### src/rtl/pulse_decoder_if.sv
// Bundles the pulse line under decode with the per-burst result outputs.
// Latency: none, wires only.
// Backpressure: none; results are strobed or held, never handshaken.
//
// Signals:
//   signal  - raw pulse line (driven by the generator side)
//   busy    - burst in progress
//   done    - one-cycle strobe at burst end
//   pulses  - pulse count of the last completed burst (saturates at 15)
//   match   - last burst had the expected count and no interval error
//   error   - last burst contained an illegal interval
//
// Modports:
//   master - generator/consumer side: drives signal, observes results
//   slave  - decoder side: samples signal, drives results
interface pulse_decoder_if;
   logic       signal;
   logic       busy;
   logic       done;
   logic [3:0] pulses;
   logic       match;
   logic       error;

   modport master (
      output signal,
      input  busy,
      input  done,
      input  pulses,
      input  match,
      input  error
   );

   modport slave (
      input  signal,
      output busy,
      output done,
      output pulses,
      output match,
      output error
   );
endinterface

### src/rtl/pulse_decoder.sv
// Measures high/low intervals on a pulse line and reports per-burst count/range/match.
// Latency: done asserts IDLE_W+2 cycles after the last falling edge of the input line.
// Backpressure: none; done is a single-cycle strobe, result fields hold until next burst end.
//
// Ports:
//   clock   - single clock, all state on posedge
//   reset_n - synchronous active-low reset
//   bus     - pulse_decoder_if.slave: signal in; busy, done, pulses, match, error out
module pulse_decoder #(
   parameter int MIN_W  = 2,   // shortest legal high/low interval
   parameter int MAX_W  = 4,   // longest legal interval inside a burst
   parameter int IDLE_W = 8,   // same-level run that terminates a burst (> MAX_W)
   parameter int EXPECT = 3    // pulse count that constitutes a match
) (
   input  logic           clock,
   input  logic           reset_n,
   pulse_decoder_if.slave bus
);

   localparam int WW = $clog2(IDLE_W + 1);

   localparam logic [WW-1:0] MIN_V  = WW'(MIN_W);
   localparam logic [WW-1:0] MAX_V  = WW'(MAX_W);
   localparam logic [WW-1:0] LAST_V = WW'(IDLE_W - 1);
   localparam logic [WW-1:0] SAT_V  = WW'(IDLE_W);
   localparam logic [3:0]    EXP_V  = 4'(EXPECT);

   typedef enum logic [1:0] {
      IDLE = 2'd0,
      HIGH = 2'd1,
      LOW  = 2'd2
   } state_t;

   state_t        state;

   // Synchronizer: s1 may be metastable, s2 is the clean sample, s3 its history.
   logic          s1;
   logic          s2;
   logic          s3;
   logic          rise;
   logic          fall;

   logic [WW-1:0] width;
   logic [3:0]    cnt;
   logic          err;
   logic          width_bad;

   logic          busy_q;
   logic          done_q;
   logic [3:0]    pulses_q;
   logic          match_q;
   logic          error_q;

   assign rise      = s2 & ~s3;
   assign fall      = ~s2 & s3;

   // The interval that just closed is out of the legal in-burst range.
   assign width_bad = (width < MIN_V) || (width > MAX_V);

   always_ff @(posedge clock) begin
      if (!reset_n) begin
         s1       <= 1'b0;
         s2       <= 1'b0;
         s3       <= 1'b0;
         state    <= IDLE;
         width    <= '0;
         cnt      <= '0;
         err      <= 1'b0;
         busy_q   <= 1'b0;
         done_q   <= 1'b0;
         pulses_q <= '0;
         match_q  <= 1'b0;
         error_q  <= 1'b0;
      end else begin
         s1     <= bus.signal;
         s2     <= s1;
         s3     <= s2;
         done_q <= 1'b0;

         case (state)
            IDLE: begin
               // Only a genuine low-to-high edge opens a burst, so a line that
               // is still high after a stuck-high abort stays ignored.
               if (rise) begin
                  cnt    <= 4'd1;
                  err    <= 1'b0;
                  width  <= WW'(1);
                  state  <= HIGH;
                  busy_q <= 1'b1;
               end
            end

            HIGH: begin
               if (fall) begin
                  if (width_bad) begin
                     err <= 1'b1;
                  end
                  width <= WW'(1);
                  state <= LOW;
               end else if (width == LAST_V) begin
                  // Stuck high: abort the burst, always flagged as an error.
                  width    <= SAT_V;
                  err      <= 1'b1;
                  state    <= IDLE;
                  busy_q   <= 1'b0;
                  done_q   <= 1'b1;
                  pulses_q <= cnt;
                  error_q  <= 1'b1;
                  match_q  <= 1'b0;
               end else begin
                  width <= width + 1'b1;
               end
            end

            LOW: begin
               if (rise) begin
                  if (width_bad) begin
                     err <= 1'b1;
                  end
                  if (cnt != 4'hF) begin
                     cnt <= cnt + 4'd1;
                  end
                  width <= WW'(1);
                  state <= HIGH;
               end else if (width == LAST_V) begin
                  // Terminating gap: normal end of burst. The gap itself is
                  // never range-checked, it is only the delimiter.
                  width    <= SAT_V;
                  state    <= IDLE;
                  busy_q   <= 1'b0;
                  done_q   <= 1'b1;
                  pulses_q <= cnt;
                  error_q  <= err;
                  match_q  <= (cnt == EXP_V) && !err;
               end else begin
                  width <= width + 1'b1;
               end
            end

            default: begin
               state  <= IDLE;
               busy_q <= 1'b0;
            end
         endcase
      end
   end

   assign bus.busy   = busy_q;
   assign bus.done   = done_q;
   assign bus.pulses = pulses_q;
   assign bus.match  = match_q;
   assign bus.error  = error_q;

endmodule

### src/flat_wrapper.sv
// flat-port wrapper written by rule: the top's interface ports become plain ports
module pulse_decoder_flat 
#(
   parameter int MIN_W  = 2,                                      
   parameter int MAX_W  = 4,                                           
   parameter int IDLE_W = 8,                                                      
   parameter int EXPECT = 3                                           
)
  (clock, reset_n, bus_signal, bus_busy, bus_done, bus_pulses, bus_match, bus_error);
  pulse_decoder_if bus_i ();
  input  logic clock;
  input  logic reset_n;
  input wire logic [$bits(bus_i.signal)-1:0] bus_signal;
  output wire logic [$bits(bus_i.busy)-1:0] bus_busy;
  output wire logic [$bits(bus_i.done)-1:0] bus_done;
  output wire logic [$bits(bus_i.pulses)-1:0] bus_pulses;
  output wire logic [$bits(bus_i.match)-1:0] bus_match;
  output wire logic [$bits(bus_i.error)-1:0] bus_error;
  assign bus_i.signal = bus_signal;
  assign bus_busy = bus_i.busy;
  assign bus_done = bus_i.done;
  assign bus_pulses = bus_i.pulses;
  assign bus_match = bus_i.match;
  assign bus_error = bus_i.error;
  pulse_decoder #(.MIN_W(MIN_W), .MAX_W(MAX_W), .IDLE_W(IDLE_W), .EXPECT(EXPECT)) u_core (.clock(clock), .reset_n(reset_n), .bus(bus_i));
endmodule
### config.mk
export PLATFORM = sky130hd
export DESIGN_NAME = pulse_decoder_flat
export DESIGN_NICKNAME = d
export VERILOG_FILES = /design/src/rtl/pulse_decoder_if.sv /design/src/rtl/pulse_decoder.sv /design/src/flat_wrapper.sv
export SDC_FILE = /design/constraint.sdc
export NUM_CORES = 1
export LEC_CHECK = 0
export BUFFER_PORTS_ARGS = -buffer_cell sky130_fd_sc_hd__buf_4
export CORE_UTILIZATION = 50
export CTS_CLUSTER_SIZE = 20
export DETAILED_ROUTE_END_ITERATION = 10
export MAX_ROUTING_LAYER = met4
export PLACE_DENSITY = 0.71
export SLEW_MARGIN = 0
export SYNTH_ARGS = -nofsm -noshare
export SYNTH_HDL_FRONTEND = slang
export SYNTH_SLANG_ARGS = --single-unit
### constraint.sdc
create_clock -name clock -period 1.7 [get_ports clock]
set_input_delay 0.34 -clock clock [delete_from_list [all_inputs] [get_ports clock]]
set_output_delay 0.34 -clock clock [all_outputs]
set_load 0.01 [all_outputs]
# Yosys cells after proc, flatten, opt, wreduce, memory -nomap -nowiden
# Index checks and enable logic that the tools add are counted.
word_totals:
  reg_bits: 22
  inputBits: 3
classes:
  add_sub_neg: 2
  magnitude_cmp: 2
  n_reduce_logical: 13
  n_eq_ne: 13
  mux: 41
  bitwise: 4
op_table:
  columns: ["operator", "count"]
  rows:
  - ["$mux 4", 9]
  - ["$mux 1", 19]
  - ["$pmux 4 s2", 2]
  - ["$pmux 4 s3", 1]
  - ["$ne 2x1->1 const B", 5]
  - ["$add 4x1->4 const B", 2]
  - ["$mux 2", 4]
  - ["$reduce_and 4->1", 2]
  - ["$pmux 1 s2", 3]
  - ["$pmux 1 s3", 2]
  - ["$pmux 2 s3", 1]
  - ["$reduce_and 3->1", 2]
  - ["$reduce_and 5->1", 1]
  - ["$eq 4x2->1 const B", 1]
  - ["$eq 4x3->1 const B", 1]
  - ["$gt 4x3->1 const B", 1]
  - ["$lt 4x2->1 const B", 1]
  - ["$ne 2x2->1 const B", 2]
  - ["$ne 4x4->1 const B", 1]
  - ["$reduce_bool 2->1", 2]
  - ["$ne 3x1->1 const B", 1]
  - ["$reduce_bool 3->1", 1]
  - ["$and 1x1->1", 2]
  - ["$eq 2x1->1 const B", 1]
  - ["7 further kinds", 8]

# Depth between registers and ports, before layout
# Gate-level depths: netlist (run 1).
logic_depth:
  word_depth: 5
  ltp_mapped: 7

# Least setup slack after synthesis (run 1)
# Ideal clock, no wire load.
synth_timing:
  path_type: "reg-to-reg"
  from: "register u_core.state[0]"
  to: "register u_core.width[1]"
  setup_slack_ns: -0.009
  path_buffers: 1
  stages_incl_launch_ff: 7
  setup_time_ns: 0.070
  synth_period_minus_slack_ns: 1.709
  arrival_time_ns: 1.638
  required_ns: 1.630
  cell_sequence: "dfxtp_1 > inv_1 > ha_1 > clkbuf_1 > a21o_1 > or4_1 > a21boi_1"
synth_via:
  elab_chain_len: 3
  elab_cells_between_ends: 7
  cone_classes: "eq/ne: 3; mux: 1; reduce/logical: 3"
synth_rtl:
  columns: ["element", "line", "rtl"]
  rows:
  - ["start, declared", "pulse_decoder.sv:34", "state_t state;"]
  - ["start signal, assigned", "pulse_decoder.sv:65", "state <= IDLE;"]
  - ["start signal, assigned", "pulse_decoder.sv:88", "state <= HIGH;"]
  - ["start signal, assigned", "pulse_decoder.sv:99", "state <= LOW;"]
  - ["$eq 2x1->1 (tied with other cells)", "pulse_decoder.sv:80", "case (state)"]
  - ["$reduce_bool 3->1 (no line) / $ne 2x1->1 (equally long branches)", null, null]
  - ["$reduce_and 2->1 (no line)", null, null]
  - ["end signal, assigned", "pulse_decoder.sv:111", "width <= width + 1'b1;"]
  - ["end signal, assigned", "pulse_decoder.sv:136", "width <= width + 1'b1;"]
  - ["end, declared", "pulse_decoder.sv:43", "logic [WW-1:0] width;"]
# Parallel ways exist; a longest one is shown, timed or not.
# A chain may end at the register's enable or synchronous reset.

# Worst setup path after layout (run 1)
# Same ends and word-level chain as after synthesis.

==> impl_metrics.env, run 1 <==
export IMPL_worst_pin_slew_ps=370
export IMPL_slew_viol_final=0
export IMPL_vdd_ir_drop_max_mv=0.693
export IMPL_holdPathStages=2
export IMPL_max_freq_mhz=612
export IMPL_clkPwrFrac_pct=29.3
export IMPL_crit_path_end_kind="flip-flop"
export IMPL_p_comb_share_pct=28.4
export IMPL_numPortBuffers=10
export IMPL_final_cell_mix="19 x buf_4, 19 x dfxtp_1, 17 x nand2_1"
export IMPL_drt_iter0_drc=19
export IMPL_synthArstFlopShare_pct=0
export IMPL_die_w_um=51.0
export IMPL_syn_nets=162
export IMPL_r2r_cells=5
export IMPL_rsz0062_at_grt="true"
export IMPL_powerDensity_nw_per_um2=958
export IMPL_antenna_left=0
export IMPL_hold_path_startpoint="bus_signal"
export IMPL_setup_viol_count_final=0
export IMPL_min_path_type="in2reg"
export IMPL_status="completed"
export IMPL_grt_max_degree=33
export IMPL_crit_type="reg2reg"
export IMPL_cp_data_required_time_ps=1960
export IMPL_ys_flop_type="dfxtp_1"
export IMPL_top_usage_layer="met2"
export IMPL_hold_buffers=0
export IMPL_core_area_sq_um=2230
export IMPL_preCtsSetupSlack_ps=-15.8
export IMPL_timing_final_crit_period_ps=1630
export IMPL_grt_pass1_vias=1007
export IMPL_slew_limit_headroom_pct=75.3
export IMPL_min_to="u_core.s1$_SDFF_PN0_"
export IMPL_clock_latency_ps=310
export IMPL_wl_um=2650
export IMPL_cts_sinks=22
export IMPL_synth_seq_area_share_pct=36.6
export IMPL_antennaDiodeCount=0
export IMPL_cts_buffer_depth=2
export IMPL_dp_hpwl_um=1840
export IMPL_synth_seq_cells=22
export IMPL_syn_inst=151
export IMPL_drcViolationCount=0
export IMPL_cts_tree="yes"
export IMPL_cellLeakagePower_nw=0.548
export IMPL_grt_first_pass_wirelength_um=4270
export IMPL_swShare_pct=31.2
export IMPL_ys_warn_count=0
export IMPL_reg2reg_slack_ps=70
export IMPL_dieArea_sq_um=2610
export IMPL_p_int_mw=0.952
export IMPL_routabilityCongestion=0.871
export IMPL_die_h_um=51.0
export IMPL_hold_viol_final=0
export IMPL_syn_area_per_cell_sq_um=7.96
export IMPL_regToRegStartpoint="u_core.state[0]$_SDFFE_PN0N_"
export IMPL_layout_nets=180
export IMPL_synth_edff_count=0
export IMPL_cts_inserted_buffers=3
export IMPL_drive_above_1_share_pct=21.4
export IMPL_grtUsageMet1_pct=30.3
export IMPL_p_sw_mw=0.431
export IMPL_fin_crit_sh_pct=96.1
export IMPL_sequentialPowerShare_pct=42.3
export IMPL_final_cells=196
export IMPL_placed_cells=190
export IMPL_row_count=17
export IMPL_arrival_ps=1890
export IMPL_met3_usage_pct=2.98
export IMPL_start_util_pct=53.8
export IMPL_root_buffer="clkbuf_4"
export IMPL_grt_overflow=0
export IMPL_ys_types=39
export IMPL_io_pins=11
export IMPL_synth_area_sq_um=1200
export IMPL_routedWlPerCell_um=13.5
export IMPL_drt_pass1_iter_count=4
export IMPL_via_per_inst=5.77
export IMPL_critPathMaxFanout=6
export IMPL_antenna_found_initial=0
export IMPL_htree_levels=1
export IMPL_path_clk_slew_ps=130
export IMPL_syn_to_final_growth_pct=20.0
export IMPL_setup_ws_ps=65.5
export IMPL_cap_violations=0
export IMPL_num_vias=1130
export IMPL_r2r_end="u_core.width[1]$_SDFFE_PN0P_"
export IMPL_critPathLaunch="u_core.state[0]$_SDFFE_PN0N_"
export IMPL_fin_worst_skew_ps=3.08
export IMPL_setup_worst_path_start_class="flip-flop"
export IMPL_grtUsageTotal_pct=22.5
export IMPL_grtUsageMet2_pct=32.7
-- critical path, stage by stage, from the launching register on --
cell and delay (ps):
dfxtp_2 410, inv_1 90, ha_2 390, o21ai_1 150
or4_1 410, a21boi_1 140
-- cell usage after synthesis, drive strengths merged, types with 2 or more instances --
cell,number,share of area (%)
nand3b,5,3.1
o21ai,14,5.8
nand3,10,4.2
a21boi,2,1.2
nor2,11,3.4
nor3b,2,1.2
nor3,8,3.3
nand2b,2,1.0
a31oi,2,1.0
o22ai,2,1.0
dfxtp,22,37
inv,8,2.5
nand2,17,5.3
clkbuf,6,1.9
ha,8,8.3
o2111ai,2,1.5
and2,3,1.6
a21oi,8,3.3
-- per-stage QoR --
step / area, sq um / hold slack (ps) / util [%] / TNS [ps] / total power [mW]
2_1_floorplan: 1200 / 412 / - / 0 / 0.836
3_3_place_gp: 1340 / 426 / 60.2 / -54.9 / 0.946
3_5_place_dp: 1340 / 426 / 60.2 / -15.8 / 0.956
4_1_cts: 1400 / 218 / 62.8 / 0 / 1.37
5_1_grt: 1440 / 209 / 64.6 / -98.0 / 1.47
6_report: 1440 / 225 / 64.6 / 0 / 1.38
-- cell type report --
| type | count | area, sq um |
|---|---|---|
| clock buffer | 3 | 22.5 |
| clock inverter | 1 | 30.0 |
| fill | 199 | 791 |
| inverter | 8 | 30.0 |
| multi-input combinational | 115 | 738 |
| sequential | 22 | 444 |
| tap | 28 | 35.0 |
| timing repair buffer | 19 | 143 |
-- power by group through the flow --
stage / Sequential [mW] / Clock, mW / Combinational (mW)
4_1_cts: 0.584 / 0.417 / 0.367
5_1_grt: 0.589 / 0.441 / 0.440
3_3_place_gp: 0.592 / 0 / 0.354
3_5_place_dp: 0.594 / 0 / 0.362
6_report: 0.585 / 0.404 / 0.393
2_1_floorplan: 0.590 / 0 / 0.246
-- logic make-up (layout without fill, tap and decap cells) --
| group | after synthesis | count (layout) | share of synthesized area (%) |
|---|---|---|---|
| muxes | 2 | 2 | 1.77 |
| DFF | 22 | 22 | 36.6 |
| adders and majority gates | 8 | 8 | 8.32 |
| buffers and inverters | 14 | 31 | 4.37 |
| AOI/OAI and AO/OA | 41 | 41 | 22.1 |
| and+or+nand+nor | 64 | 64 | 26.8 |
-- registers in the layout, indices dropped and copies added, names as in the netlist, 2 cells and up --
name,cells
u_core.cnt,4
u_core.width,4
u_core.bus.pulses,4
u_core.state,2
-- routing by layer --
metal  share of wire (%)  vias up
li1                    -      584
met1                  49      514
met2                  46       27
met3                 3.3        5
met4                 1.4        0
met5                   0        -
-- worst max-delay path by stage --
stage,end,cells after the start,slack [ps]
5_1_grt,u_core.width[1]$_SDFFE_PN0P_,5,-50
2_1_floorplan,u_core.width[1]$_SDFFE_PN0P_,6,30
3_3_place_gp,u_core.state[1]$_SDFFE_PN0N_,6,-50
4_1_cts,u_core.bus.match$_SDFFE_PN0P_,4,20
3_5_place_dp,u_core.state[1]$_SDFFE_PN0N_,6,-20
6_report,u_core.width[1]$_SDFFE_PN0P_,5,70
-- timing repair --
| action | CTS | global route |
|---|---|---|
| buffers inserted | 0 | 2 |
| pin swaps | 0 | 4 |
| endpoints found under the setup margin | 2 | 9 |
| resized for setup | 3 | 7 |
Power figures use the tool's default switching activity.
==> run 2, diff against run 1 <==
CORE_ASPECT_RATIO = 0.8   (was unset)
==> run 2 against run 1 <==
Compared with the run above: the run now ends with design-rule violations left; flip-flop and latch count unchanged; wire length rose by 2.4%; worst setup slack gained 47 ps; register-to-register slack improved by 50 ps; clock skew shrank 0.53 ps; count of clock-buffer cells in the layout grew 1; highest routed layer unchanged; via count rose by 1.6%; hold slack improved by 6.6 ps; sequential power about the same; sequential share of layout area grew 0.82 points; critical path depth unchanged; core utilization decreased by 1.3 points.
==> impl_metrics.env, run 2 (synthesized netlist as in run 1, its figures left out) <==
export IMPL_slowest_delay_ps=410
export IMPL_grt_first_pass_wirelength_um=4560
export IMPL_grt_max_degree=33
export IMPL_grt_overflow=0
export IMPL_hold_buffers=0
export IMPL_dp_hpwl_um=1970
export IMPL_num_vias=1148
export IMPL_die_w_um=56.8
export IMPL_path_buf_inv=1
export IMPL_root_buffer="clkbuf_4"
export IMPL_drcViolationCount=2
export IMPL_routabilityCongestion=0.919
export IMPL_htree_levels=1
export IMPL_regToRegStartpoint="u_core.state[0]$_SDFFE_PN0N_"
export IMPL_vdd_ir_drop_max_mv=0.533
export IMPL_min_path_type="in2reg"
export IMPL_io_pins=11
export IMPL_r2r_cells=5
export IMPL_antenna_found_initial=0
export IMPL_fin_worst_skew_ps=2.54
export IMPL_drt_iter0_drc=79
export IMPL_antenna_left=0
export IMPL_dieArea_sq_um=2610
export IMPL_critPathMaxFanout=6
export IMPL_timing_final_crit_period_ps=1590
export IMPL_setup_viol_count_final=0
export IMPL_wl_um=2720
export IMPL_slew_limit_headroom_pct=76.3
export IMPL_syn_to_final_growth_pct=16.5
export IMPL_arrival_ps=1840
export IMPL_antennaDiodeCount=0
export IMPL_cp_data_required_time_ps=1960
export IMPL_r2r_end="u_core.width[1]$_SDFFE_PN0P_"
export IMPL_clock_latency_ps=310
export IMPL_numPortBuffers=10
export IMPL_status="finished with violations"
export IMPL_critPathCapture="u_core.width[1]$_SDFFE_PN0P_"
export IMPL_crit_type="reg2reg"
export IMPL_fillers=197
export IMPL_critPathTopFamily="simple AND/OR/NAND/NOR gates"
export IMPL_crit_path_end_kind="flip-flop"
export IMPL_path_clk_slew_ps=120
export IMPL_worst_pin_slew_ps=355
export IMPL_setup_tns_ps=0
export IMPL_cts_tree="yes"
export IMPL_reg2reg_slack_ps=110
export IMPL_critPathLaunch="u_core.state[0]$_SDFFE_PN0N_"
export IMPL_routedWlPerCell_um=14.1
export IMPL_via_per_inst=5.98
export IMPL_drive_above_1_share_pct=19.2
export IMPL_cap_violations=0
export IMPL_row_count=15
export IMPL_grtUsageTotal_pct=23.7
export IMPL_crit_slowest_cell="or4_1"
export IMPL_start_util_pct=54.3
export IMPL_die_h_um=45.9
export IMPL_cellLeakagePower_nw=0.532
export IMPL_cts_sinks=22
export IMPL_slew_viol_final=0
export IMPL_powerDensity_nw_per_um2=902
export IMPL_path_cells="inv_1 > ha_2 > o21ai_2 > or4_1 > a21boi_1"
export IMPL_cts_inserted_buffers=3
export IMPL_layout_nets=179
export IMPL_drt_pass1_iter_count=8
export IMPL_total_power_mw=1.26
export IMPL_max_freq_mhz=630
export IMPL_violations="design-rule violations"
export IMPL_setup_worst_path_start_class="flip-flop"
export IMPL_layout_commonest_cell="dfxtp_1"
export IMPL_grt_pass1_vias=988
export IMPL_core_area_sq_um=2210
export IMPL_rsz0062_at_grt="false"
export IMPL_cts_buffer_depth=2
export IMPL_final_cell_mix="20 x dfxtp_1, 18 x buf_4, 17 x nand2_1"
export IMPL_worstSetupPathDepth=5
export IMPL_hold_viol_final=0
export IMPL_fin_crit_sh_pct=93.4
[run 2: worst min path at each step]
stage / start / end / cells after the start
after CTS: bus_signal / u_core.s1$_SDFF_PN0_ / 2
after floorplan: u_core.s1$_SDFF_PN0_ / u_core.s2$_SDFF_PN0_ / 1
after global placement: u_core.s1$_SDFF_PN0_ / u_core.s2$_SDFF_PN0_ / 1
final: bus_signal / u_core.s1$_SDFF_PN0_ / 2
after detailed placement: u_core.s1$_SDFF_PN0_ / u_core.s2$_SDFF_PN0_ / 1
after global routing: bus_signal / u_core.s1$_SDFF_PN0_ / 2
[run 2: worst reg2reg max path: cells and delay by family (launching register included)]
kind                       cells  cell delay (ps)
AOI/OAI and AO/OA              2              240
adders and majority gates      1              390
buffers and inverters          1               90
DFF                            1              400
and+or+nand+nor                1              410
[run 2: repair_timing]
action,CTS,global route
setup endpoints to repair,3,11
resized for setup,1,6
gates cloned,0,0
setup buffers,0,2
pin swaps,1,1
[run 2: final cells by class]
cell class	count	area, sq um	share of cell area [%]
well taps	25	31.3	2.23
flip-flops and latches	22	443	31.6
inverters	8	30.0	2.14
clock buffers	4	36.3	2.59
repair buffers	18	135	9.64
multi-input cells	115	726	51.8
[run 2: report_power, final]
part	switching (mW)	internal [mW]
combinational	0.224	0.161
sequential	0.0355	0.548
clock	0.164	0.131
total	0.424	0.841
[run 2: routing by layer]
metal	track usage, %	wire length, um	vias up
met5	-	0	-
met4	7.32	23	0
met3	5.40	118	4
met2	36.0	1200	34
met1	31.7	1370	528
li1	-	-	582
[run 2: per-stage QoR]
step / worst slack, ps / std cells / hold WS, ps / area (sq um) / util [%]
final: 112 / 192 / 231 / 1400 / 63.3
after global routing: 1.78 / 192 / 222 / 1400 / 63.3
after CTS: 22.0 / 190 / 228 / 1370 / 61.9
after detailed placement: 13.7 / 186 / 429 / 1330 / 60.2
after global placement: 96.1 / 186 / 416 / 1330 / 60.2
after floorplan: 27.9 / 151 / 412 / 1200 / -
